### src/rtl/bs_pkg.sv
// Shared definitions for the payoff accumulator slice:
// command codes, state encodings and pipeline depth.
package bs_pkg;

  typedef enum logic [3:0] {
    ST_IDLE     = 4'd0,
    ST_RUNNING  = 4'd1,
    ST_COMPLETE = 4'd2,
    ST_DRAIN    = 4'd3
  } state_t;

  localparam logic [3:0] CMD_RUN   = 4'd1;
  localparam logic [3:0] CMD_ACK   = 4'd2;
  localparam logic [3:0] CMD_ABORT = 4'd3;

  // acceptance -> payoff reg -> square -> reduce -> accumulate
  localparam int PIPE_LAT = 4;

  function automatic int imax(int a, int b);
    return (a > b) ? a : b;
  endfunction

endpackage

### src/rtl/payoff_lane.sv
// One sample lane: clamped call/put payoff, then truncated
// fixed-point square, each stage with its own valid.
module payoff_lane
  import bs_pkg::*;
#(
  parameter int  DIN_W  = 20,
  parameter int  FRAC_W = 12,
  localparam int SQ_W   = 2*DIN_W - FRAC_W
) (
  input  logic             clk,
  input  logic             nreset,
  input  logic             i_flush,
  input  logic             i_valid,
  input  logic             i_mode,
  input  logic [DIN_W-1:0] i_k,
  input  logic [DIN_W-1:0] i_x,
  output logic             o_valid,
  output logic [DIN_W-1:0] o_p,
  output logic [SQ_W-1:0]  o_sq
);

  logic               r_v1;
  logic               r_v2;
  logic [DIN_W-1:0]   r_p1;
  logic [DIN_W-1:0]   r_p2;
  logic [SQ_W-1:0]    r_sq2;
  logic [DIN_W-1:0]   w_p;
  logic [2*DIN_W-1:0] w_prod;
  logic [SQ_W-1:0]    w_sq;

  always_comb begin
    w_p = '0;
    if (i_mode) begin
      if (i_k > i_x) w_p = i_k - i_x;
    end else begin
      if (i_x > i_k) w_p = i_x - i_k;
    end
  end

  assign w_prod = {{DIN_W{1'b0}}, r_p1}
                * {{DIN_W{1'b0}}, r_p1};
  assign w_sq   = SQ_W'(w_prod >> FRAC_W);

  always_ff @(posedge clk or negedge nreset) begin
    if (!nreset) begin
      r_v1  <= 1'b0;
      r_v2  <= 1'b0;
      r_p1  <= '0;
      r_p2  <= '0;
      r_sq2 <= '0;
    end else begin
      r_v1  <= i_valid & ~i_flush;
      r_v2  <= r_v1 & ~i_flush;
      r_p1  <= w_p;
      r_p2  <= r_p1;
      r_sq2 <= w_sq;
    end
  end

  assign o_valid = r_v2;
  assign o_p     = r_p2;
  assign o_sq    = r_sq2;

endmodule

### src/rtl/payoff_accumulator.sv
// Streams option payoffs and their squares into saturating
// accumulators under a RUN/ACK/ABORT command FSM.
module payoff_accumulator
  import bs_pkg::*;
#(
  parameter int LANES  = 2,
  parameter int DIN_W  = 20,
  parameter int FRAC_W = 12,
  parameter int ACC_W  = 64
) (
  input  logic                   clk,
  input  logic                   nreset,
  input  logic [3:0]             cmd,
  input  logic [31:0]            niter,
  input  logic [DIN_W-1:0]       constK,
  input  logic                   mode,
  input  logic                   din_valid,
  input  logic [LANES*DIN_W-1:0] din,
  output logic                   din_ready,
  output logic [3:0]             status,
  output logic [ACC_W-1:0]       sum_dout,
  output logic [ACC_W-1:0]       pow_sum_dout,
  output logic [31:0]            count_dout,
  output logic                   overflow
);

  localparam int SQ_W = 2*DIN_W - FRAC_W;
  localparam int CW   = $clog2(LANES + 1);
  localparam int PW   = DIN_W + CW;
  localparam int QW   = SQ_W + CW;
  localparam int TW   = imax(ACC_W, imax(PW, QW)) + 1;
  localparam int BV   = PIPE_LAT - 1;

  state_t           r_state;
  logic [31:0]      r_rem;
  logic [DIN_W-1:0] r_k;
  logic             r_mode;
  logic [BV-1:0]    r_bv;
  logic [PW-1:0]    r_red_p;
  logic [QW-1:0]    r_red_q;
  logic [CW-1:0]    r_red_n;
  logic [ACC_W-1:0] r_sum;
  logic [ACC_W-1:0] r_pow;
  logic [31:0]      r_cnt;
  logic             r_ovf;

  logic             w_ready;
  logic             w_abort;
  logic             w_acc;
  logic [31:0]      w_take;
  logic [LANES-1:0] w_lin;
  logic [LANES-1:0] w_lv;
  logic [DIN_W-1:0] w_lp [LANES];
  logic [SQ_W-1:0]  w_lq [LANES];
  logic [PW-1:0]    w_rp;
  logic [QW-1:0]    w_rq;
  logic [CW-1:0]    w_rn;
  logic [TW-1:0]    w_sum_ext;
  logic [TW-1:0]    w_pow_ext;
  logic             w_sum_sat;
  logic             w_pow_sat;

  assign w_ready = (r_state == ST_RUNNING) && (r_rem != '0);
  assign w_abort = (cmd == CMD_ABORT)
                && (r_state == ST_RUNNING || r_state == ST_DRAIN);
  assign w_acc   = din_valid && w_ready && !w_abort;
  assign w_take  = (r_rem < 32'(LANES)) ? r_rem : 32'(LANES);

  for (genvar gi = 0; gi < LANES; gi++) begin : g_lane
    // lanes past the remaining count stay invalid
    assign w_lin[gi] = w_acc && (32'(gi) < r_rem);
    payoff_lane #(
      .DIN_W (DIN_W),
      .FRAC_W(FRAC_W)
    ) u_lane (
      .clk    (clk),
      .nreset (nreset),
      .i_flush(w_abort),
      .i_valid(w_lin[gi]),
      .i_mode (r_mode),
      .i_k    (r_k),
      .i_x    (din[gi*DIN_W +: DIN_W]),
      .o_valid(w_lv[gi]),
      .o_p    (w_lp[gi]),
      .o_sq   (w_lq[gi])
    );
  end

  always_comb begin
    w_rp = '0;
    w_rq = '0;
    w_rn = '0;
    for (int i = 0; i < LANES; i++) begin
      if (w_lv[i]) begin
        w_rp = w_rp + PW'(w_lp[i]);
        w_rq = w_rq + QW'(w_lq[i]);
        w_rn = w_rn + CW'(1);
      end
    end
  end

  always_ff @(posedge clk or negedge nreset) begin
    if (!nreset) begin
      r_bv    <= '0;
      r_red_p <= '0;
      r_red_q <= '0;
      r_red_n <= '0;
    end else begin
      if (w_abort) r_bv <= '0;
      else         r_bv <= {r_bv[BV-2:0], w_acc};
      r_red_p <= w_rp;
      r_red_q <= w_rq;
      r_red_n <= w_rn;
    end
  end

  assign w_sum_ext = TW'(r_sum) + TW'(r_red_p);
  assign w_pow_ext = TW'(r_pow) + TW'(r_red_q);
  assign w_sum_sat = |w_sum_ext[TW-1:ACC_W];
  assign w_pow_sat = |w_pow_ext[TW-1:ACC_W];

  always_ff @(posedge clk or negedge nreset) begin
    if (!nreset) begin
      r_state <= ST_IDLE;
      r_rem   <= '0;
      r_k     <= '0;
      r_mode  <= 1'b0;
      r_sum   <= '0;
      r_pow   <= '0;
      r_cnt   <= '0;
      r_ovf   <= 1'b0;
    end else begin
      if (r_bv[BV-1]) begin
        r_sum <= w_sum_sat ? '1 : w_sum_ext[ACC_W-1:0];
        r_pow <= w_pow_sat ? '1 : w_pow_ext[ACC_W-1:0];
        r_cnt <= r_cnt + 32'(r_red_n);
        if (w_sum_sat || w_pow_sat) r_ovf <= 1'b1;
      end
      if (w_abort) begin
        r_state <= ST_IDLE;
        r_rem   <= '0;
        r_sum   <= '0;
        r_pow   <= '0;
        r_cnt   <= '0;
        r_ovf   <= 1'b0;
      end else begin
        unique case (r_state)
          ST_IDLE: begin
            if (cmd == CMD_RUN) begin
              r_rem   <= niter;
              r_k     <= constK;
              r_mode  <= mode;
              r_sum   <= '0;
              r_pow   <= '0;
              r_cnt   <= '0;
              r_ovf   <= 1'b0;
              r_state <= (niter == '0) ? ST_DRAIN : ST_RUNNING;
            end
          end
          ST_RUNNING: begin
            if (w_acc) begin
              r_rem <= r_rem - w_take;
              if (r_rem == w_take) r_state <= ST_DRAIN;
            end
          end
          ST_DRAIN: begin
            if (r_bv == '0) r_state <= ST_COMPLETE;
          end
          ST_COMPLETE: begin
            if (cmd == CMD_ACK) r_state <= ST_IDLE;
          end
          default: r_state <= ST_IDLE;
        endcase
      end
    end
  end

  assign din_ready    = w_ready;
  assign status       = r_state;
  assign sum_dout     = r_sum;
  assign pow_sum_dout = r_pow;
  assign count_dout   = r_cnt;
  assign overflow     = r_ovf;

endmodule

### config.mk
export PLATFORM = sky130hd
export DESIGN_NAME = payoff_accumulator
export DESIGN_NICKNAME = d
export VERILOG_FILES = /design/src/rtl/bs_pkg.sv /design/src/rtl/payoff_lane.sv /design/src/rtl/payoff_accumulator.sv
export SDC_FILE = /design/constraint.sdc
export NUM_CORES = 2
export LEC_CHECK = 0
export CAP_MARGIN = 20
export CORE_MARGIN = 2
export CORE_UTILIZATION = 60
export DETAILED_ROUTE_END_ITERATION = 12
export PLACE_DENSITY = 0.85
export RECOVER_POWER = 100
export SETUP_SLACK_MARGIN = 0.15
export SYNTH_ARGS = -nofsm -noshare
export SYNTH_HDL_FRONTEND = slang
export SYNTH_SLANG_ARGS = --single-unit
### constraint.sdc
create_clock -name clk -period 8.53 [get_ports clk]
set_clock_uncertainty 0.05 [all_clocks]
set_input_delay 1.706 -clock clk [delete_from_list [all_inputs] [get_ports clk]]
set_output_delay 1.706 -clock clk [all_outputs]
set_load 0.01 [all_outputs]
==> impl_metrics.toml <==
[die]
core_footprint_um2 = 77700
die_area_um2 = 81100
fp-row-count = 102
num_io_pins = 266
dieHeight_um = 285
fp.dieW_um = 285
start_util_pct = 60.9

[layout]
fillers = 5832
fin_cells = 6419
mostFrequentLayoutCell = "sky130_fd_sc_hd__inv_1"
proportion_of_layout_cells_with_a_drive_suffix_above_1_pct = 3.22
design.final.nets = 6492
insertedDiodeCount = 0
flow.area_growth_from_synthesis_pct = 10.8
layout.cells.most_common_list = "sky130_fd_sc_hd__inv_1 (853), sky130_fd_sc_hd__fa_1 (563), sky130_fd_sc_hd__ha_1 (491)"
post-route-util_pct = 67.4

[critical_path]
worst-r2r-setup-slack_ns = 0.42
worst_setup_path_start_kind = "flip-flop"
timing.critical_path.slowest_cell_delay_ns = 0.80
worst_path_most_repeated_cell = "sky130_fd_sc_hd__fa_1"
critPathBufInv = 5
worst_setup_path_end_kind = "flip-flop"
crit_required_ns = 8.99
crit_path_max_fanout = 14
cp_class = "flip-flop to flip-flop"
critPathArrivalTime_ns = 8.57
critical-path-top-delay-family = "adder cells"
crit_chain = "clkbuf_1 > nand2_1 > inv_1 > fa_1 > inv_1 > fa_1 > fa_1 > inv_1 > fa_1 > fa_1 > fa_1 > fa_1 > ha_1 > nand4_1 > nor2_1 > nand4_1 > o31ai_1 > a41oi_1 > clkbuf_1 > o31a_1 > o31ai_1 > a211oi_1 > nor2_1"
crit_slowest_cell = "sky130_fd_sc_hd__clkbuf_1"

[cts]
cts.path.max_buffers = 3
cts_setup_buffers = 0
cts-resized-gates = 0
h_tree_levels = 2
insertion_delay_of_the_later_clocked_pin_in_the_worst_skew_pair_ns = 0.63
root_buffer = "sky130_fd_sc_hd__clkbuf_16"
tritoncts_buffers = 49
clk_pin_slew_ns = 0.06
cts_hold_buf = 0
cts_tree = "done"
tritoncts_sinks = 411

[drt]
detail_route.wl_per_cell_um = 19.4
postRouteAntennaNets = 0
drtPass1Iterations = 5
remaining_drc_errors = 0
route.vias.total = 38320
drt-vias-per-instance = 5.97
wl_mm = 125
drt_first_iter_violations = 3009

[sta]
final_period_minus_worst_setup_slack_ns = 8.11
max-slew-margin-rel_pct = -249
worst-slew-pin-transition_ns = 5.24
fin_crit_sh_pct = 95.1
max_slew_violations = 688
setup-violations-final = 0
setup_tns_ns = 0
rsz0062_at_grt = "no"
max_frequency_mhz = 123
hold_violations = 0

[placement]
dp.final_hpwl_mm = 97.2
post-place-cells = 6327
routabilityCongestion = 0.965
io_buffer_count = 263

[grt]
wire_length_of_the_first_global_routing_pass_mm = 204
grt_use_total_pct = 31.1
first_global_vias = 39484
pin_count_of_the_biggest_net_entering_global_routing = 131
antenna_found_initial = 4
globalRouteOverflowTotal = 0

[job]
timing.max_cap.violations = 11

[logic_synthesis]
yosysWarningCount = 0
post_synth_instance_area_um2 = 47300
synth_sequential_area_ratio_pct = 21.7
synth-async-reset-ratio_pct = 100
synth_seq_cells = 411
syn-instance-count = 5174
dominant_register_cell_in_the_synthesized_netlist = "sky130_fd_sc_hd__dfrtp_1"
avgSynthCellArea_um2 = 9.14
synth-edff-count = 0
yosys.cell_types.count = 86

[run_status]
status = "complete, but fails checks"
failed_checks = "capacitance limit, slew limit"

[hold_path]
hp-class = "flip-flop to flip-flop"
-- registers in the layout (all words and copies together) (netlist names), 3 cells and up --
| register | cells |
|---|---|
| r_red_q | 29 |
| sum_dout | 64 |
| g_lane.u_lane.r_p1 | 40 |
| r_red_p | 21 |
| count_dout | 32 |
| g_lane.u_lane.o_sq | 56 |
| r_k | 20 |
| r_rem | 32 |
| r_bv | 3 |
| pow_sum_dout | 64 |
| g_lane.u_lane.o_p | 40 |
-- cell type report --
cell class	count	area, um2	area share, %
clock buffer	67	1410	2.70
sequential	411	10300	19.6
clock inverter	25	294	0.561
timing repair buffer	306	2880	5.51
inverter	853	3200	6.11
multi-input combinational	3717	33000	63.0
tap	1040	1300	2.48
-- cells in the mapped netlist, types with 28 or more instances --
library cell	count	share of area (%)
sky130_fd_sc_hd__a211oi_1	44	0.70
sky130_fd_sc_hd__a21o_1	97	1.5
sky130_fd_sc_hd__a21oi_1	340	3.6
sky130_fd_sc_hd__a221oi_1	28	0.52
sky130_fd_sc_hd__a31oi_1	39	0.52
sky130_fd_sc_hd__and2_1	191	2.5
sky130_fd_sc_hd__and3_1	41	0.54
sky130_fd_sc_hd__clkbuf_1	165	1.3
sky130_fd_sc_hd__dfrtp_1	411	22
sky130_fd_sc_hd__fa_1	563	24
sky130_fd_sc_hd__ha_1	491	13
sky130_fd_sc_hd__inv_1	853	6.8
sky130_fd_sc_hd__mux2_2	38	0.90
sky130_fd_sc_hd__nand2_1	449	3.6
sky130_fd_sc_hd__nand2b_1	32	0.42
sky130_fd_sc_hd__nand3_1	97	1.0
sky130_fd_sc_hd__nand4_1	48	0.63
sky130_fd_sc_hd__nor2_1	274	2.2
sky130_fd_sc_hd__nor3_1	65	0.69
sky130_fd_sc_hd__nor4_1	39	0.52
sky130_fd_sc_hd__o21a_1	31	0.49
sky130_fd_sc_hd__o21ai_0	201	2.1
sky130_fd_sc_hd__o21bai_1	35	0.56
sky130_fd_sc_hd__or3_1	33	0.44
sky130_fd_sc_hd__xnor2_1	143	2.6
sky130_fd_sc_hd__xor2_1	93	1.7
-- metal layers --
| layer | vias to the layer above | track usage, % | part of all wire (%) |
|---|---|---|---|
| met5 | - | 0 | 0.020 |
| met2 | 1747 | 52.5 | 48 |
| li1 | 17351 | - | - |
| met4 | 4 | 13.4 | 4.8 |
| met1 | 18805 | 39.8 | 39 |
| met3 | 413 | 4.90 | 8.0 |
-- path summary, 6_finish.rpt --
kind                                              to                       from  depth (start not counted)
min in group asynchronous                  r_rem[16]                     nreset                          1
max                        g_lane[1].u_lane.o_sq[24]  g_lane[1].u_lane.r_p1[10]                         23
min reg2reg                 g_lane[1].u_lane.o_valid      g_lane[1].u_lane.r_v1                          1
max in group asynchronous                    r_k[15]                     nreset                          2
min                         g_lane[1].u_lane.o_valid      g_lane[1].u_lane.r_v1                          1
max reg2reg                g_lane[1].u_lane.o_sq[24]  g_lane[1].u_lane.r_p1[10]                         23
-- per-stage QoR --
stage	setup slack [ns]	hold WS (ns)	instance area (um2)
finish	0.419	0.405	52400
global route	0.186	0.430	52400
CTS	0.636	0.412	52600
detailed placement	0.723	0.398	50800
global placement	0.966	0.387	50800
floorplan	1.41	0.302	47300
-- cell families (layout without fill, tap and decap cells) --
kind of cell | after synthesis | count (layout) | synth area share (%)
xor gates and xnor gates | 236 | 236 | 4.37
other | 2 | 3 | 0.0159
adders and majority gates | 1054 | 1054 | 36.8
muxes | 56 | 56 | 1.29
buffers and inverters | 1047 | 1251 | 8.40
and+or+nand+nor | 1361 | 1361 | 14.0
DFF | 411 | 411 | 21.7
AOI/OAI and AO/OA | 1007 | 1007 | 13.4
Power is left out: the tool's default activity adds up to more than one toggle a clock period on the data nets, which glitch-free logic cannot reach.
